$ cat src/rtl/banner_layer_pkg.sv
// Shared geometry, state encoding, palette and glyph helpers for the banner layer.
package banner_layer_pkg;

  localparam int LEFT = 80;
  localparam int TOP  = 80;
  localparam int MAXX = 512;
  localparam int MAXY = 448;

  typedef enum logic [1:0] {
    BL_IDLE,
    BL_FADE_IN,
    BL_SHOW,
    BL_FADE_OUT
  } bl_state_t;

  localparam logic [3:0] PAL_BORDER    = 4'b1111;
  localparam logic [3:0] PAL_TEXT_BASE = 4'b1000;

  typedef enum logic [2:0] {G_I, G_N, G_T, G_D, G_E, G_A, G_W, G_S} glyph_t;

  // Text colours cycle through 4'b1000..4'b1110; 4'b1111 is reserved for the border.
  function automatic logic [3:0] text_colour(input logic [2:0] msg, input logic [2:0] band,
                                             input logic [2:0] phase);
    logic [2:0] sum;
    logic [3:0] c;
    sum = msg + band + phase;
    c   = {1'b1, sum};
    return (c == PAL_BORDER) ? PAL_TEXT_BASE : c;
  endfunction

  // 3x5 font, top row first, MSB is the leftmost pixel.
  function automatic logic [14:0] glyph_bits(input glyph_t g);
    case (g)
      G_I:     return 15'b111_010_010_010_111;
      G_N:     return 15'b110_101_101_101_101;
      G_T:     return 15'b111_010_010_010_010;
      G_D:     return 15'b110_101_101_101_110;
      G_E:     return 15'b111_100_110_100_111;
      G_A:     return 15'b010_101_111_101_101;
      G_W:     return 15'b101_101_101_111_101;
      G_S:     return 15'b011_100_010_001_110;
      default: return '0;
    endcase
  endfunction

endpackage

$ cat src/rtl/banner_rom.sv
// Combinational glyph ROM: bars on the first/last text rows plus a four-letter word per banner.
module banner_rom
  import banner_layer_pkg::*;
#(
  parameter  int NUM_MSG = 4,
  parameter  int ROWS    = 20,
  localparam int MSG_W   = $clog2(NUM_MSG)
) (
  input  logic [4:0]       row,
  input  logic [4:0]       col,
  input  logic [MSG_W-1:0] select,
  output logic             word
);

  localparam int TEXT_ROW = 7;
  localparam int TEXT_COL = 8;

  logic [11:0]  letters;
  logic         known;
  logic [14:0]  bits;
  glyph_t       letter;
  int unsigned  r, c, sel_i;

  always_comb begin
    letters = '0;
    known   = 1'b1;
    bits    = '0;
    letter  = G_I;
    word    = 1'b0;
    r       = 32'(row);
    c       = 32'(col);
    sel_i   = 32'(select);
    case (sel_i)
      0:       letters = {G_I, G_N, G_I, G_T};
      1:       letters = {G_D, G_E, G_A, G_D};
      2:       letters = {G_W, G_I, G_N, G_S};
      3:       letters = {G_W, G_A, G_I, G_T};
      default: known = 1'b0;
    endcase
    if ((r == 0 || r == ROWS - 1) && c >= 2 && c <= 29) begin
      word = 1'b1;
    end else if (known && r >= TEXT_ROW && r <= TEXT_ROW + 4 && c >= TEXT_COL &&
                 c <= TEXT_COL + 15 && ((c - TEXT_COL) % 4) != 3) begin
      // Letters are 3 cells wide with a 1-cell gap; the first letter sits in the MSBs.
      letter = glyph_t'(letters[(3 - (c - TEXT_COL) / 4) * 3 +: 3]);
      bits   = glyph_bits(letter);
      word   = bits[14 - (r - TEXT_ROW) * 3 - (c - TEXT_COL) % 4];
    end
  end

endmodule

$ cat src/rtl/banner_layer.sv
// Frame-animated border and text banner layer with a 2-cycle registered pixel path.
module banner_layer
  import banner_layer_pkg::*;
#(
  parameter  int BORDER_W     = 72,
  parameter  int GLYPH_SHIFT  = 4,
  parameter  int TEXT_H       = 320,
  parameter  int NUM_MSG      = 4,
  parameter  int BLINK_FRAMES = 32,
  parameter  int PHASE_FRAMES = 8,
  localparam int MSG_W        = $clog2(NUM_MSG)
) (
  input  logic             clk,
  input  logic             rst,
  input  logic [10:0]      vcounter,
  input  logic [11:0]      hcounter,
  input  logic             frame_start,
  input  logic             msg_valid,
  input  logic [MSG_W-1:0] msg_sel,
  input  logic             blink_en,
  output logic [3:0]       out
);

  localparam int ROWS = TEXT_H >> GLYPH_SHIFT;
  localparam int RW   = $clog2(ROWS + 1);
  localparam int BW   = $clog2(BLINK_FRAMES) + 1;
  localparam int PW   = (PHASE_FRAMES > 1) ? $clog2(PHASE_FRAMES) : 1;

  bl_state_t        state, state_n;
  logic [MSG_W-1:0] cur_msg, msg_n;
  logic [RW-1:0]    reveal, reveal_n;
  logic [BW-1:0]    blink_cnt, blink_n;
  logic [2:0]       phase;
  logic [PW-1:0]    phase_div;
  logic             keep, text_live, blanked;

  always_ff @(posedge clk) begin
    if (rst) begin
      state     <= BL_IDLE;
      cur_msg   <= '0;
      reveal    <= '0;
      blink_cnt <= '0;
    end else begin
      state     <= state_n;
      cur_msg   <= msg_n;
      reveal    <= reveal_n;
      blink_cnt <= blink_n;
    end
  end

  always_comb begin
    state_n  = state;
    msg_n    = cur_msg;
    reveal_n = reveal;
    blink_n  = blink_cnt;
    keep     = msg_valid && (msg_sel == cur_msg);
    if (frame_start) begin
      case (state)
        BL_IDLE: begin
          if (msg_valid) begin
            msg_n    = msg_sel;
            reveal_n = '0;
            state_n  = BL_FADE_IN;
          end
        end
        BL_FADE_IN: begin
          if (!keep) begin
            state_n = BL_FADE_OUT;
          end else begin
            reveal_n = reveal + RW'(1);
            if (reveal_n == RW'(ROWS)) begin
              state_n = BL_SHOW;
              blink_n = '0;
            end
          end
        end
        BL_SHOW: begin
          if (!keep) state_n = BL_FADE_OUT;
          else       blink_n = blink_cnt + BW'(1);
        end
        BL_FADE_OUT: begin
          // reveal == 0 on entry resolves exactly like the final decrement.
          if (reveal <= RW'(1)) begin
            reveal_n = '0;
            if (msg_valid) begin
              msg_n   = msg_sel;
              state_n = BL_FADE_IN;
            end else begin
              state_n = BL_IDLE;
            end
          end else begin
            reveal_n = reveal - RW'(1);
          end
        end
        default: state_n = BL_IDLE;
      endcase
    end
  end

  always_comb begin
    text_live = (state != BL_IDLE);
    blanked   = (state == BL_SHOW) && blink_en && blink_cnt[BW-1];
  end

  always_ff @(posedge clk) begin
    if (rst) begin
      phase     <= '0;
      phase_div <= '0;
    end else if (frame_start) begin
      if (phase_div == PW'(PHASE_FRAMES - 1)) begin
        phase_div <= '0;
        phase     <= phase + 3'd1;
      end else begin
        phase_div <= phase_div + PW'(1);
      end
    end
  end

  logic [11:0] hx;
  logic [10:0] vy;
  logic [4:0]  col, row;
  logic        in_px, in_py, in_text, in_ox, in_oy, visible;

  assign hx      = hcounter - 12'(LEFT);
  assign vy      = vcounter - 11'(TOP);
  assign col     = 5'(hx >> GLYPH_SHIFT);
  assign row     = 5'(vy >> GLYPH_SHIFT);
  assign in_px   = (hcounter >= 12'(LEFT)) && (hcounter < 12'(LEFT + MAXX));
  assign in_py   = (vcounter >= 11'(TOP)) && (vcounter < 11'(TOP + MAXY));
  assign in_text = in_px && (vcounter >= 11'(TOP)) && (vcounter < 11'(TOP + TEXT_H));
  assign in_ox   = (hcounter >= 12'(LEFT - BORDER_W)) && (hcounter < 12'(LEFT + MAXX + BORDER_W));
  assign in_oy   = (vcounter >= 11'(TOP - BORDER_W)) && (vcounter < 11'(TOP + MAXY + BORDER_W));
  assign visible = in_text && text_live && (32'(row) < 32'(reveal)) && !blanked;

  logic [4:0] s1_col, s1_row;
  logic       s1_vis, s1_border;

  always_ff @(posedge clk) begin
    if (rst) begin
      s1_col    <= '0;
      s1_row    <= '0;
      s1_vis    <= 1'b0;
      s1_border <= 1'b0;
    end else begin
      s1_col    <= col;
      s1_row    <= row;
      s1_vis    <= visible;
      s1_border <= in_ox && in_oy && !(in_px && in_py);
    end
  end

  logic       glyph_bit;
  logic [3:0] colour;

  banner_rom #(
    .NUM_MSG(NUM_MSG),
    .ROWS   (ROWS)
  ) u_rom (
    .row   (s1_row),
    .col   (s1_col),
    .select(cur_msg),
    .word  (glyph_bit)
  );

  assign colour = text_colour(3'(cur_msg), s1_row[4:2], phase);

  always_ff @(posedge clk) begin
    if (rst)                      out <= '0;
    else if (s1_border)           out <= PAL_BORDER;
    else if (s1_vis && glyph_bit) out <= colour;
    else                          out <= '0;
  end

endmodule

$ cat config.mk
export PLATFORM = sky130hd
export DESIGN_NAME = banner_layer
export DESIGN_NICKNAME = d
export VERILOG_FILES = /design/src/rtl/banner_layer_pkg.sv /design/src/rtl/banner_rom.sv /design/src/rtl/banner_layer.sv
export SDC_FILE = /design/constraint.sdc
export NUM_CORES = 1
export LEC_CHECK = 0
export CAP_MARGIN = 20
export CORE_AREA = 2 2 89 91
export CTS_CLUSTER_SIZE = 40
export DETAILED_ROUTE_END_ITERATION = 10
export DIE_AREA = 0 0 91 93
export DONT_BUFFER_PORTS = 1
export GPL_ROUTABILITY_DRIVEN = 0
export PLACE_DENSITY = 0.61
export SLEW_MARGIN = 20
export SYNTH_ARGS = -nofsm -noshare
export SYNTH_HDL_FRONTEND = slang
export SYNTH_HIERARCHICAL = 1
export SYNTH_SLANG_ARGS = --single-unit
export TNS_END_PERCENT = 5
$ cat constraint.sdc
create_clock -name clk -period 5.4 [get_ports clk]
set_input_delay 1.08 -clock clk [delete_from_list [all_inputs] [get_ports clk]]
set_output_delay 1.08 -clock clk [all_outputs]
set_load 0.005 [all_outputs]
Word-level counts from Yosys, hierarchy flattened
Memories as Yosys holds them, arrays and structs flattened.
Cells that the tools add are included.
- multiply operators: 2
- reduce and logical (&&, ||, !) cells: 37
- shift operators: 1
- magnitude comparators: 18
- $add $sub $neg: 14
- equality and inequality tests: 19
- mux-type cells: 29
- operators with widths (kind ; number):
    32-bit by 2-bit multiplier with 32-bit output (second input constant) ; 2
    12-bit one-hot mux with 4 select lines ; 1
    12-bit by 33-bit indexed part select with 3-bit output ; 1
    32-bit by 5-bit < comparator with 1-bit output (second input constant) ; 1
    32-bit by 2-bit subtractor with 32-bit output ; 1
    4-bit by 32-bit subtractor with 32-bit output (first input constant) ; 1
    2-bit by 30-bit subtractor with 31-bit output (first input constant) ; 1
    15-bit two-way mux ; 2
    12-bit by 10-bit < comparator with 1-bit output (second input constant) ; 2
    1-bit logical AND ; 22
    11-bit by 10-bit < comparator with 1-bit output (second input constant) ; 2
    6-bit two-way mux ; 3
    9-bit by 7-bit subtractor with 9-bit output (second input constant) ; 2
    5-bit two-way mux ; 3
    5-bit one-hot mux with 3 select lines ; 1
    2-bit two-way mux ; 7
    2-bit inequality test (second input constant) ; 7
    12-bit by 4-bit >= comparator with 1-bit output (second input constant) ; 1
    12-bit by 7-bit >= comparator with 1-bit output (second input constant) ; 1
    6-bit one-hot mux with 2 select lines ; 1
    11-bit by 4-bit >= comparator with 1-bit output (second input constant) ; 1
    11-bit by 7-bit >= comparator with 1-bit output (second input constant) ; 1
    11-bit by 9-bit < comparator with 1-bit output (second input constant) ; 1
    5-bit equality test (second input constant) ; 2
    36 further kinds ; 53
- bits of input ports: 30
- memories: 1
- memory bits (read-only): 120
- word-level logic and storage cells: 132
- register bits after elaboration: 37
- output and inout port bits: 4
- memories (memory ; depth ; bits a word ; rd ports ; clocked after memory_dff ; wr ports ; RTL line ; RTL):
    (no name shown) ; 8 ; 15 ; 1 ; 0 ; 0 ; banner_layer_pkg.sv:33 ; case (g)

Depth between registers and ports, before layout
Gate-level depths: netlist of run 1.
- word-level depth: 14
- gate-level depth with buffers: 21
- mapped depth without buffers: 19

Modules after synthesis
Netlist of run 1, hierarchy kept.
- modules (own cells, without submodules) (module ; times used ; cells each ; seq. area each (um2) ; area an instance (um2)):
    banner_layer ; 1 ; 271 ; 740.7 ; 2292.2
    banner_rom ; 1 ; 188 ; 0.0 ; 1365.1

Worst setup path before layout of run 1
Ideal clock, no wire load.
- path type: reg-to-reg
- start: register s1_col[3]
- end: register out[0]
- cell stages (with the launch flop): 21
- required time: 5.272 ns
- clock period less this slack: 3.924 ns
- path buffers: 1
- data arrival time: 3.796 ns
- setup time: 0.128 ns
- path slack: 1.476 ns
- cell sequence: dfxtp_1 > inv_1 > ha_1 > xnor3_1 > buf_4 > nor3_1 > a31o_2 > a22oi_1 > nor2b_1 > a21o_1 > inv_1 > ha_1 > nor2_1 > o31ai_1 > o31ai_1 > a2111oi_2 > o221a_1 > o211a_1 > a2bb2oi_2 > a41oi_1 > nor2_1
- cells in the longest elaborated chain, start to end: 14
- elaborated cells between the ends (all ways): 23
- those cells by class: add/sub (2); mul (1); order compare (4); shift (1); mux (8); reduce/logical (6); memory (1)
- RTL lines (what ; RTL line ; RTL):
    start: declaration ; banner_layer.sv:135 ; logic [4:0] s1_col, s1_row;
    start signal: assignment ; banner_layer.sv:145 ; s1_col <= col;
    5-bit by 4-bit subtractor with 6-bit output ; n/a ;
    2-bit by 30-bit subtractor with 31-bit output ; banner_rom.sv:45 ; letter = glyph_t'(letters[(3 - (c - TEXT_COL) / 4) * 3 +: 3]);
    32-bit by 2-bit multiplier with 32-bit output ; banner_rom.sv:45 ;
    12-bit by 33-bit indexed part select with 3-bit output ; banner_rom.sv:45 ;
    memory 8 x 15 bit ; n/a ;
    15-bit two-way mux ; banner_rom.sv:42 ; end else if (known && r >= TEXT_ROW && r <= TEXT_ROW + 4 && c >= TEXT_COL &&
    15-bit two-way mux ; banner_rom.sv:40 ; if ((r == 0 || r == ROWS - 1) && c >= 2 && c <= 29) begin
    1-bit binary-select mux with 4-bit select ; banner_rom.sv:47 ; word = bits[14 - (r - TEXT_ROW) * 3 - (c - TEXT_COL) % 4];
    1-bit two-way mux (implied by the code) ; banner_rom.sv:47 ;
    1-bit two-way mux ; banner_rom.sv:42 ;
    1-bit two-way mux * ; banner_rom.sv:40 ;
    via glyph_bit ; banner_layer.sv:152 ; logic glyph_bit;
    1-bit logical AND * ; banner_layer.sv:170 ; else if (s1_vis && glyph_bit) out <= colour;
    4-bit two-way mux * ; banner_layer.sv:170 ;
    4-bit two-way mux * ; banner_layer.sv:169 ; else if (s1_border) out <= PAL_BORDER;
    end signal: assignment ; banner_layer.sv:170 ;
    end: declaration ; banner_layer.sv:21 ; output logic [3:0] out
Mark *: on every way through the listed nets, which the timed path passes. The rest lies on a longest branch. The select of a mux whose other input is x is not followed.
A chain may end at the register's enable or synchronous reset.

Worst setup path in the final report of run 1
- start: register s1_col[2]
- end: register out[0]
Same word-level chain as after synthesis.

==> impl.org, run 1 <==
** Setup path
- Tracing the worst setup path back leads to its startpoint at s1_col[2].
- Crit Path Class :: reg2reg
- Data arrives at the worst endpoint at around 4800 ps.
- STA classifies the critical path endpoint as a register.
- Worst endpoint required time :: ~5600 ps
- Startpoint class of the critical path :: register
- The worst register-to-register path begins at s1_col[2].
- Along the worst path, the maximum fanout reaches 18.

** Power and ir drop
- The worst-case IR drop observed on VDD is about 190 uV.
- Power spread over the standard cell area amounts to 270 nW/um^2.
- The analysis attributes to cell leakage a power of 1.44 nW.
- Power, Total :: around 1.0 mW

** Synth
- Seq/Total Area, Yosys :: 0.203
- In this run the mean area of a mapped cell was approximately 8 sq um.
- Post-Synthesis Cell Area :: approximately 3700 sq um
- Of the total synthesized cell area, the portion taken by XOR and XNOR cells is 0.0636.
- Flop and latch count out of synthesis :: 37
- Area leader, netlist :: dfxtp_1
- Cell types with the largest area share after synthesis :: dfxtp_1 (20%), ha_1 (15%), inv_1 (4.7%), a21oi_1 (4.1%), xnor2_1 (3.8%)
- Yosys mapped a number of flops with a built-in enable equal to 0.
- Combinational family with the most area after synthesis :: compound AO/OA/AOI/OAI gates
- Of the post-synthesis cell area, the part taken by muxes is 0.0260.
- The number of nets in the synthesized netlist is roughly 540.
- Synthesized instance count :: ~460
- The Yosys step of the flow raised 6 warnings.
- The most used flip-flop cell after synthesis is dfxtp_1.
- Of the total synthesized cell area, the portion taken by AND, OR, NAND and NOR gates is 0.201.
- Count of unique library cells instantiated by Yosys :: 73
- The share of synthesized area in the top cell type comes to 0.203.
- Adder-cell share of the synthesized area :: 0.170
- Fraction of the mapped netlist area in compound gates :: 0.261
- For this run, asynchronously set or reset flops after synthesis account for 0.

** Timing
- Relative slew slack :: 0.419
- F_max :: 217 MHz
- Clock Skews :: about 7.5 ps
- Final worst path period share :: 0.854
- Number of max-slew violations in the final report :: 0
- Sum of negative setup slack :: 0 ps
- Count of final setup violators :: 0
- Minimum clock period :: 4610 ps
- Unrepaired setup endpoints after global routing :: no
- Worst-margin pin slew :: 865 ps
- The tightest hold path in the finished design has a slack of between 400 and 500 ps.
- The number of endpoints with negative hold slack in the final report was 0.

** Placement
- Port Buf Inserts :: 0
- Placed Cells :: about 540
- In this run the cell area measured after placement is 3690 sq um.
- Summed over all nets, the half-perimeter wirelength after detailed placement is 6400 um.

** Die
- Die X-Extent :: about 91 um
- DIE AREA :: ~8500 sq um
- Measured along the y axis, the die boundary spans 93 um.
- Starting Density :: 0.486
- The core region is between 7000 and 8000 sq um.
- Number of ports placed on the die boundary :: 34
- The initialized floorplan defines 32 standard-cell rows.

** Route
- The first TritonRoute pass finished after 5 iterations.
- Wirelength, routed :: slightly above 8000 um
- Ratio of routed vias to standard cells :: slightly below 6
- The detailed router finished its first iteration with roughly 110 violations.
- Via count :: between 3k and 4k
- In the final routed layout, each cell accounts on average for 14.8 um.
- Final antenna-violating net count :: 0
- After detailed routing, the number of remaining DRC violations is 0.

** Global routing
- Global-route wire length before repair :: between 10000 and 15000 um
- The number of global-route vias before repair was 3027.
- Global routing finished with a remaining overflow of 0.
- Number of antenna violations at the first check in global routing :: 0
- Across every metal layer, demand over resource in global routing totals 0.197.
- Pin count of the biggest net entering global routing :: 37

** Finish
- Layout filler cell count :: around 760
- Area overhead of the layout relative to synthesis :: 3.97%
- # nets final :: about 530
- Share of layout cells above drive strength 1 :: 0.0468
- 0 antenna diodes ended up in the layout.
- Most common cell after layout, fill and taps aside :: inv_1
- Post-route cell area :: 3800 sq um
- In the layout the commonest cells are inv_1 (46), ha_1 (45), dfxtp_1 (37).
- Final cell count without fillers :: approximately 550

** Clock network
- The clock net in this run drives a total of 37 sinks.
- Counting along the longest clock path gives a buffer depth of 2.
- The root buffer cell chosen for the clock tree is clkbuf_8.
- Hold buffer count at cts :: 0
- Number of instances resized during post-cts repair :: 0
- The clock reaches the later pin of the worst-skew pair after 290 ps.
- Post-CTS Setup Inserts :: 0
- Post-CTS clock slew at the launch and capture registers of the worst setup and hold paths :: about 70 ps
- Num CTS Buffers :: 5
- The H-tree was split into 2 levels.
- TritonCTS built the clock tree.

** Flow run
- MaxCap Viol Count :: 0

** Run status
- The run finished with clean final reports.

** Min path
- Hold Startpoint :: phase_div[1]
- Worst hold path class :: reg2reg
cell usage after synthesis, types with 3 or more instances:
cell type,count
nor3_1,13
a41oi_1,5
a31oi_1,6
o21bai_1,3
a21boi_0,4
a211oi_1,6
o21a_1,4
mux2i_1,7
dfxtp_1,37
or3_1,8
nand4_1,3
buf_2,4
o32ai_1,5
and2_1,3
nor4_1,7
nand2b_1,7
nor2b_1,8
fa_1,3
ha_1,45
inv_1,46
o2111ai_1,3
o31ai_1,5
o21ai_0,19
or4_1,5
o211ai_1,6
nand3_1,15
clkbuf_1,10
xnor2_1,16
o311a_1,3
nand2_1,33
a21oi_1,30
nor2_1,31
buf_6,3
xor2_1,8
critical path: stages (launching register included):
cell and delay, ps:
dfxtp_1 660, inv_1 190, ha_1 330, mux2i_1 280, xor2_1 550, a22oi_1 230, nor2b_1 150, a21o_1 160
inv_1 80, ha_1 220, nor2_1 240, o31ai_1 120, o31ai_1 270, a2111oi_2 90, o221a_1 280, o211a_1 240
a2bb2oi_2 150, a41oi_1 190, nor2_1 60
path summary, 6_finish.rpt:
check             slack (ps)  cells past startpoint      endpoint
setup / recovery         790                     18        out[0]
hold / removal           470                      2  phase_div[1]
setup reg to reg         790                     18        out[0]
hold reg to reg          470                      2  phase_div[1]
layout make-up:
class | instances | area, sq um | area share
Clock buffer | 7 | 86.3 | 0.0227
Tap cell | 102 | 128 | 0.0336
Multi-Input combinational cell | 357 | 2640 | 0.695
Inverter | 47 | 176 | 0.0464
Clock inverter | 1 | 30.0 | 0.00790
Sequential cell | 37 | 741 | 0.195
routing by layer:
layer  global-route usage  up-vias  routed length [um]
met1                0.231     1514                3700
met5                    0        -                   0
met2                0.354       60                4000
met4               0.0833        0                 180
li1                     -     1641                   -
met3               0.0330       10                 282
flip-flops by register name (all words and copies together) (netlist names):
| name | count |
|---|---|
| s1_border | 1 |
| state | 2 |
| cur_msg | 2 |
| reveal | 5 |
| s1_col | 5 |
| phase | 3 |
| s1_row | 5 |
| s1_vis | 1 |
| out | 4 |
| phase_div | 3 |
| blink_cnt | 6 |
where the power goes:
part | internal (mW) | switching (mW) | total, mW | leakage [nW]
Sequential | 0.289 | 0.0254 | 0.315 | 0.302
Combinational | 0.189 | 0.278 | 0.467 | 1.08
Clock | 0.150 | 0.0948 | 0.245 | 0.0585
Total | 0.629 | 0.399 | 1.03 | 1.44
through the flow:
| stage | utilization | setup WS [ps] |
|---|---|---|
| after global placement | 0.490 | 968 |
| after floorplan | - | 1480 |
| after detailed placement | 0.490 | 846 |
| after global routing | 0.505 | 420 |
| final | 0.505 | 788 |
| after CTS | 0.505 | 828 |
kinds of logic after synthesis:
logic type	Yosys count
buffers and inverters	65
adder cells (fa/ha/maj)	48
AO/OA/AOI/OAI	131
XOR/XNOR	25
multiplexers	9
AND/OR/NAND/NOR	144
flip-flops	37
(Power assumes the default switching activity.)
==> run 2, diff against run 1 <==
Settings changed: CORE_AREA 2 2 89 91 to 2 2 106 108, DIE_AREA 0 0 91 93 to 0 0 108 110, PLACE_DENSITY 0.61 to 0.45.
==> run 2 against run 1 <==
  * Via count is 0.68% higher
  * Design area rose by 1.3%
  * Critical path depth unchanged
  * Power is 0.69% higher
  * Sequential share of layout area down 0.24 points
  * Critical path type unchanged
  * Setup slack lost 26 ps
  * Highest routed layer unchanged
==> impl.org, run 2 (synthesized netlist as in run 1, its figures left out) <==
** Min path
- Worst hold path class :: reg2reg

** Global routing
- Number of antenna violations at the first check in global routing :: 0 (unchanged)
- Number of global-route vias before repair :: 3020 (-0.23%)
- Total overflow reported by the global router :: 0 (unchanged)
- Total routing resource utilization after global routing :: 0.153 (-0.0436)
- Pin count of the biggest net entering global routing :: 37 (unchanged)
- The global-route wire length before repair is 14600 um (+6.5%).

** Setup path
- The worst setup path is captured at a register.
- The peak fanout along the critical path came to 18 (unchanged).
- Gate family responsible for the most delay along the worst path :: compound AO/OA/AOI/OAI gates
- The worst path buffer plus inverter count was 2 (unchanged).
- Master of the slowest instance on the critical path :: dfxtp_1
- The delay of the slowest cell on the worst path was 670 ps (about the same).
- CP Cell Sequence :: inv_1, ha_1, mux2i_1, xor2_1, a22oi_1, nor2b_1, a21o_1, inv_1, ha_1, nor2_1, o31ai_1, o31ai_1, a2111oi_2, o221a_1, o211a_1, a2bb2oi_2, a41oi_1, nor2_1
- Worst path arrival time :: 4830 ps (+30 ps)
- The critical path data required time is 5590 ps (about the same).
- Crit Path Class :: reg2reg
- STA classifies the critical path startpoint as a register.

** Power and ir drop
- Switching Fraction :: 0.392 (+0.00392)
- The internal power came to 0.629 mW (about the same).
- The leakage power figure was 1.44 nW (unchanged).
- The total power per unit cell area came to 269 nW/um^2 (-0.55%).
- Peak VDD IR :: 160 uV (-15%)
- Sw Pwr :: 0.405 mW (+1.7%)
- Flop pwr share :: 0.305 (about the same)
- The combinational fraction of design power is 0.455 (about the same).
- The clock group share of total power is 0.240 (about the same).

** Route
- The number of remaining DRC errors is 0 (unchanged).
- Number of DRC markers after the initial detailed-route iteration :: 121 (+6.1%)
- Ratio of routed vias to standard cells :: 5.51 (-5.8%)
- Wirelength, routed :: 8770 um (+7.4%)
- The number of detailed-route iterations in the first pass came to 4 (-1).
- Routed wirelength normalized by instance count :: 14.9 um (+0.47%)
- The residual antenna-violating net count after detailed routing came to 0 (unchanged).
- The number of vias after detailed routing came to 3247 (+0.68%).

** Clock network
- The cts-stage hold buffer count is 0 (unchanged).
- Bufs on Longest Clock Path :: 2 (unchanged)
- Post-CTS Setup Inserts :: 0 (unchanged)
- The number of H-tree levels is 2 (unchanged).
- The total clock sinks was 37 (unchanged).
- Post-CTS clock slew at the launch and capture registers of the worst setup and hold paths :: 70 ps (about the same)
- Num CTS Buffers :: 5 (unchanged)
- The clock latency reported for the late side of the worst-skew pair is 290 ps (about the same).
- The tree is rooted in a clkbuf_8.
- The count of instances resized after the clock tree is built is 0 (unchanged).
- TritonCTS clock tree :: done

** Die
- The area inside the core boundary came to 10700 sq um (+42%).
- The number of rows created at floorplan came to 38 (+19%).
- Number of ports placed on the die boundary :: 34 (unchanged)
- The floorplan die area came to 11900 sq um (+40%).
- Die X-Extent :: 108 um (+19%)
- The starting utilization of the core area was 0.342 (-0.144).
- The floorplan die height is 110 um (+18%).

** Timing
- Final worst path period share :: 0.859 (+0.00489)
- The smallest hold slack came to 467 ps (-6.44 ps).
- The worst slew slack as a fraction of its limit was 0.431 (+0.0123).
- Setup repair after global routing left no endpoint under its margin.
- Number of max-slew violations in the final report :: 0 (unchanged)
- Clock Skews :: 3.79 ps (-3.69 ps)
- The worst path setup slack after routing came to 761 ps (-26.4 ps).
- The post-route setup TNS is 0 ps (unchanged).
- The measured slew at the worst slew-check pin is 846 ps (-18.4 ps).
- Hold Vio Cnt, Final :: 0 (unchanged)
- The highest clock rate was 216 MHz (-0.57%).
- The shortest clock period the worst path allows after layout is 4640 ps (+26.4 ps).
- Count of final setup violators :: 0 (unchanged)

** Finish
- The number of nets at the end of the flow is 526 (unchanged).
- Most common cell after layout, fill and taps aside :: inv_1
- Relative to the synthesized area, the layout overhead comes to 5.27%.
- Commonest cells after routing, fill and taps aside :: inv_1 (46), ha_1 (45), dfxtp_1 (37)
- The non-filler instance count after layout is 589 (+6.9%).
- Share of layout cells above drive strength 1 :: 0.0468 (unchanged)
- The register with the most flip-flops in the final layout is blink_cnt.
- The number of antenna diodes is 0 (unchanged).
- Flip-flop count of the largest register after layout :: 6 (unchanged)
- Final core utilization :: 0.360 (-0.145)

** Run status
- Outcome :: complete, no violations

** Placement
- The worst setup timing slack at the placement stage was 787 ps (-58.5 ps).
- The number of placed instances, taps included was 581 (+7.0%).
- The HPWL reported at the end of detailed placement came to 6960 um (+8.8%).
- Port Buf Inserts :: 0 (unchanged)

** Flow run
- The max-capacitance violation count came to 0 (unchanged).
-- run 2: cell counts in the layout (fill, tap and decap cells not counted) --
Identical to the previous run, type by type.
-- run 2: routing by layer --
layer,global-route usage,wire (um),vias up,share of wire
met5,0,0,-,0
met4,0.0476,147,0,0.017
met3,0.0206,273,9,0.031
met2,0.279,4330,48,0.49
met1,0.187,4020,1548,0.46
li1,-,-,1642,-
-- run 2: area by class of cell --
class | instances | area (sq um)
Inverter | 47 | 176
Multi-Input combinational cell | 357 | 2640
Clock inverter | 1 | 30.0
Sequential cell | 37 | 741
Tap cell | 140 | 175
Fill cell | 1129 | 6850
Clock buffer | 7 | 86.3
-- run 2: power groups by stage --
stage | Clock [mW] | Sequential [mW] | Combinational (mW)
3_3_place_gp | 0 | 0.322 | 0.471
5_1_grt | 0.265 | 0.319 | 0.527
2_1_floorplan | 0 | 0.312 | 0.385
3_5_place_dp | 0 | 0.323 | 0.467
4_1_cts | 0.257 | 0.317 | 0.469
6_report | 0.248 | 0.316 | 0.470
-- run 2: final timing paths --
kind                                    from            to  slack, ps  cells past startpoint
worst min register to register  phase_div[1]  phase_div[1]        470                      2
worst max-delay path               s1_col[2]        out[0]        760                     18
worst max register to register     s1_col[2]        out[0]        760                     18
worst min-delay path            phase_div[1]  phase_div[1]        470                      2
-- run 2: through the flow --
stage | area, sq um | total power [mW]
finish | 3850 | 1.03
global route | 3850 | 1.11
CTS | 3850 | 1.04
detailed placement | 3730 | 0.790
global placement | 3730 | 0.793
floorplan | 3660 | 0.698
-- run 2: tightest hold or removal path: stages (launching register included) --
cell and delay (ps):
dfxtp_1 320, nand2b_1 60, a21oi_1 50
==> run 3, diff against run 2 <==
Settings changed: CORE_AREA 2 2 106 108 to 2 2 107 109, DIE_AREA 0 0 108 110 to 0 0 109 111, SYNTH_HIERARCHICAL 1 to default.
==> run 3 against run 2 <==
  * Fmax is 9.1% higher
  * Critical path type unchanged
  * Sequential power fell by 4%
  * First-iteration DRC count decreased by 9.1%
  * Power rose by 1.9%
  * Design area is 3.7% higher
  * Count of clock-buffer cells in the layout down 2
  * Die area grew 1.8%
  * Critical path depth shrank 3
  * Clock skew increased by 1.5 ps
  * Utilization increased by 0.056 points
==> impl.org, run 3 <==
** Route
- Final antenna-violating net count :: 0 (unchanged)
- Router iterations before antenna repair :: 4 (unchanged)
- In this run the top signal layer used is met4.
- The met1 routed wirelength after detailed routing came to 3790 um (-5.6%).
- The first-iteration detailed-routing DRC count was 110 (-9.1%).
- The routed wire length on met3 came to 341 um (+25%).
- Routed wirelength normalized by instance count :: 15.0 um (+0.48%)
- Via count :: 3114 (-4.1%)
- Detailed-routed wire length on met2 :: 4440 um (+2.4%)
- Ratio of routed vias to standard cells :: 5.33 (-3.3%)
- Final routed DRC violation total :: 0 (unchanged)
- Wirelength, routed :: 8740 um (-0.38%)

** Synth
- The area of the mapped netlist came to 3710 sq um (+1.6%).
- Flop and latch count out of synthesis :: 37 (unchanged)
- Ys async rst share :: 0 (unchanged)
- Synthesized instance count :: 450 (-2.0%)
- Number of synthesized flops with an enable pin :: 0 (unchanged)
- Top cell type's share of synthesized area :: 0.199 (-0.00314)
- Among all flip-flop cells after synthesis, the most frequent one is dfxtp_1.
- Seq/Total Area, Yosys :: 0.199 (-0.00314)
- Sorting the synthesized cells by how often they occur yields ha_1 (44), inv_1 (44), dfxtp_1 (37).
- By area the synthesized netlist is led by dfxtp_1 (20%), ha_1 (15%), inv_1 (4.4%), xnor2_1 (4.0%), nor2_1 (3.5%).
- Average footprint of a synthesized cell :: 8.26 sq um (+3.6%)
- Total number of yosys warnings :: 0 (-6)
- The unique cell type count in the Yosys netlist came to 72 (-1.4%).
- Area leader, netlist :: dfxtp_1
- The net count of the mapped netlist is 527 (-1.9%).

** Global routing
- The global-route wire length before repair is 14900 um (+2.2%).
- Pin count of the biggest net entering global routing :: 31 (-16%)
- Number of global-route vias before repair :: 3075 (+1.8%)
- Total overflow reported by the global router :: 0 (unchanged)
- The overall fraction of global-route tracks in use came to 0.153 (+0.000170).
- The number of antenna violations at the first check in global routing came to 0 (unchanged).

** Flow run
- MaxCap Viol Count :: 0 (unchanged)

** Clock network
- TritonCTS built the clock tree.
- The cts-stage hold buffer count came to 0 (unchanged).
- The count of instances resized after the clock tree is built was 0 (unchanged).
- Post-CTS clock slew at the launch and capture registers of the worst setup and hold paths :: 60 ps (about the same)
- Total number of H-tree levels :: 2 (unchanged)
- Clock latency on the worst-skew pair :: 290 ps (about the same)
- Num CTS Buffers :: 5 (unchanged)
- Clock tree synthesis selected as its root buffer the cell clkbuf_16.
- Number of clock sinks :: 37 (unchanged)
- The buffers inserted during post-CTS setup optimization came to 0 (unchanged).
- The maximum clock insertion buffer count is 2 (unchanged).

** Die
- Starting Density :: 0.335 (-0.00650)
- The area inside the core boundary was 11100 sq um (+3.5%).
- Number of ports placed on the die boundary :: 34 (unchanged)
- Die height :: 111 um (+0.91%)
- The horizontal die dimension is 109 um (+0.93%).
- Floorplan row count :: 39 (+2.6%)
- The floorplan die area came to 12100 sq um (+1.8%).

** Setup path
- The critical path is of the reg2reg type.
- The critical path data required time is 5560 ps (-30 ps).
- The worst setup path is captured at a register.
- Internal reg-to-reg setup slack :: 1150 ps (+390 ps)
- Worst path arrival time :: 4410 ps (-420 ps)
- The most critical setup path has its endpoint at out[0].
- The number of cells on the worst reg-to-reg path was 15 (-3).
- CP max FO :: 11 (-7)
- Startpoint class of the critical path :: register
- The endpoint identified for the worst register-to-register timing path is out[0].
- Reg-to-reg startpoint :: s1_col[3]
- Timing startpoint of the critical path :: s1_col[3]

** Timing
- The highest clock rate is 235 MHz (+9.1%).
- Unrepaired setup endpoints after global routing :: no
- Number of max-slew violations in the final report :: 0 (unchanged)
- The number of endpoints with negative hold slack in the final report was 0 (unchanged).
- Count of final setup violators :: 0 (unchanged)
- The final period utilization came to 0.787 (-0.0718).
- Minimum clock period :: 4250 ps (-388 ps)
- Sum of negative setup slack :: 0 ps (unchanged)
- Clock Skews :: 5.30 ps (+1.52 ps)
- The smallest hold slack came to 470 ps (+2.80 ps).
- The measured slew at the worst slew-check pin is 656 ps (-190 ps).
- Relative slew slack :: 0.562 (+0.130)

** Finish
- The number of antenna diodes came to 0 (unchanged).
- Share of layout cells above drive strength 1 :: 0.0771 (+0.0303)
- The number of flip-flops in the largest register came to 6 (unchanged).
- Area of the multi-input gates :: 2740 sq um (+3.6%)
- In the layout the commonest cells are inv_1 (44), ha_1 (44), dfxtp_1 (37).
- Area used by sequential logic in the layout :: 741 sq um (unchanged)
- Counting flops per register, the top entry is blink_cnt.
- The count of fill cells added during filler insertion was 1151 (+1.9%).
- From synthesis to final layout, the design area changed by 7.48%.
- # nets final :: 517 (-1.7%)

** Power and ir drop
- The leakage power figure came to 1.53 nW (+6.3%).
- Peak VDD IR :: 124 uV (-22%)
- Power Density :: 264 nW/um^2 (-1.8%)

** Placement
- DPL Wire Length :: 6900 um (-0.79%)
- Port Buf Inserts :: 0 (unchanged)

** Run status
- The run finished with clean final reports.

** Min path
- Worst hold path class :: reg2reg
[run 3: cell count changes after synthesis, sizes merged, moves of 5 or more]
cell | before | now
nand3 | 16 | 10
o211ai | 6 | 11
xor2 | 8 | 13
a21oi | 31 | 24
and3 | 0 | 7
nand4 | 3 | 9
[run 3: where the power goes]
group	leakage, nW	internal, mW	total, mW	switching [mW]
logic	1.15	0.172	0.411	0.240
registers	0.302	0.284	0.303	0.0184
clock network	0.0800	0.219	0.339	0.121
[run 3: metal layers]
metal  global-route usage  up-vias
li1                     -     1600
met1                0.179     1453
met2                0.273       49
met3               0.0335       12
met4               0.0487        0
met5                    0        -
[run 3: worst min-delay path by stage]
stage	to	slack, ps	cells past startpoint	start
after detailed placement	phase[1]	470	2	phase[1]
after CTS	phase[1]	480	2	phase[1]
final	phase[1]	470	2	phase[1]
after global placement	phase[1]	460	2	phase[1]
after floorplan	phase[1]	450	2	phase[1]
after global routing	phase[1]	530	2	phase[1]
[run 3: cells by family (layout without fill, tap and decap cells)]
family | Yosys count | in the layout | synth area share
mux | 14 | 14 | 0.0384
simple gates | 149 | 149 | 0.212
buf+inv | 61 | 52 | 0.0653
flops | 37 | 37 | 0.199
fa+ha+maj | 47 | 47 | 0.164
compound gates | 110 | 110 | 0.236
xor+xnor | 32 | 32 | 0.0845
[run 3: per-stage QoR]
stage / worst slack [ps] / util / total power [mW] / cell area (sq um) / cells
after global routing: 679 / 0.360 / 1.13 / 3990 / 584
after floorplan: 1730 / - / 0.648 / 3710 / 450
after detailed placement: 1140 / 0.345 / 0.718 / 3820 / 576
after global placement: 1250 / 0.345 / 0.721 / 3820 / 576
after CTS: 1130 / 0.360 / 1.07 / 3990 / 584
final: 1150 / 0.360 / 1.05 / 3990 / 584
[run 3: critical path, stage by stage, from the launching register on]
cell and delay, ps:
dfxtp_1 510, inv_1 200, ha_1 540, xnor3_2 490, a21oi_1 190, o2111ai_1 130, o32ai_2 370, inv_1 170
ha_1 350, nand2_1 70, o22ai_1 150, o21ai_0 100, a311oi_1 440, o32ai_4 170, o21ai_2 110, o211ai_1 120
[run 3: layout make-up]
cell class	count	share of cell area
multi-input cells	352	0.685
flip-flops and latches	37	0.186
well taps	143	0.0448
inverters	44	0.0414
clock buffers	5	0.0313
clock inverters	3	0.0116
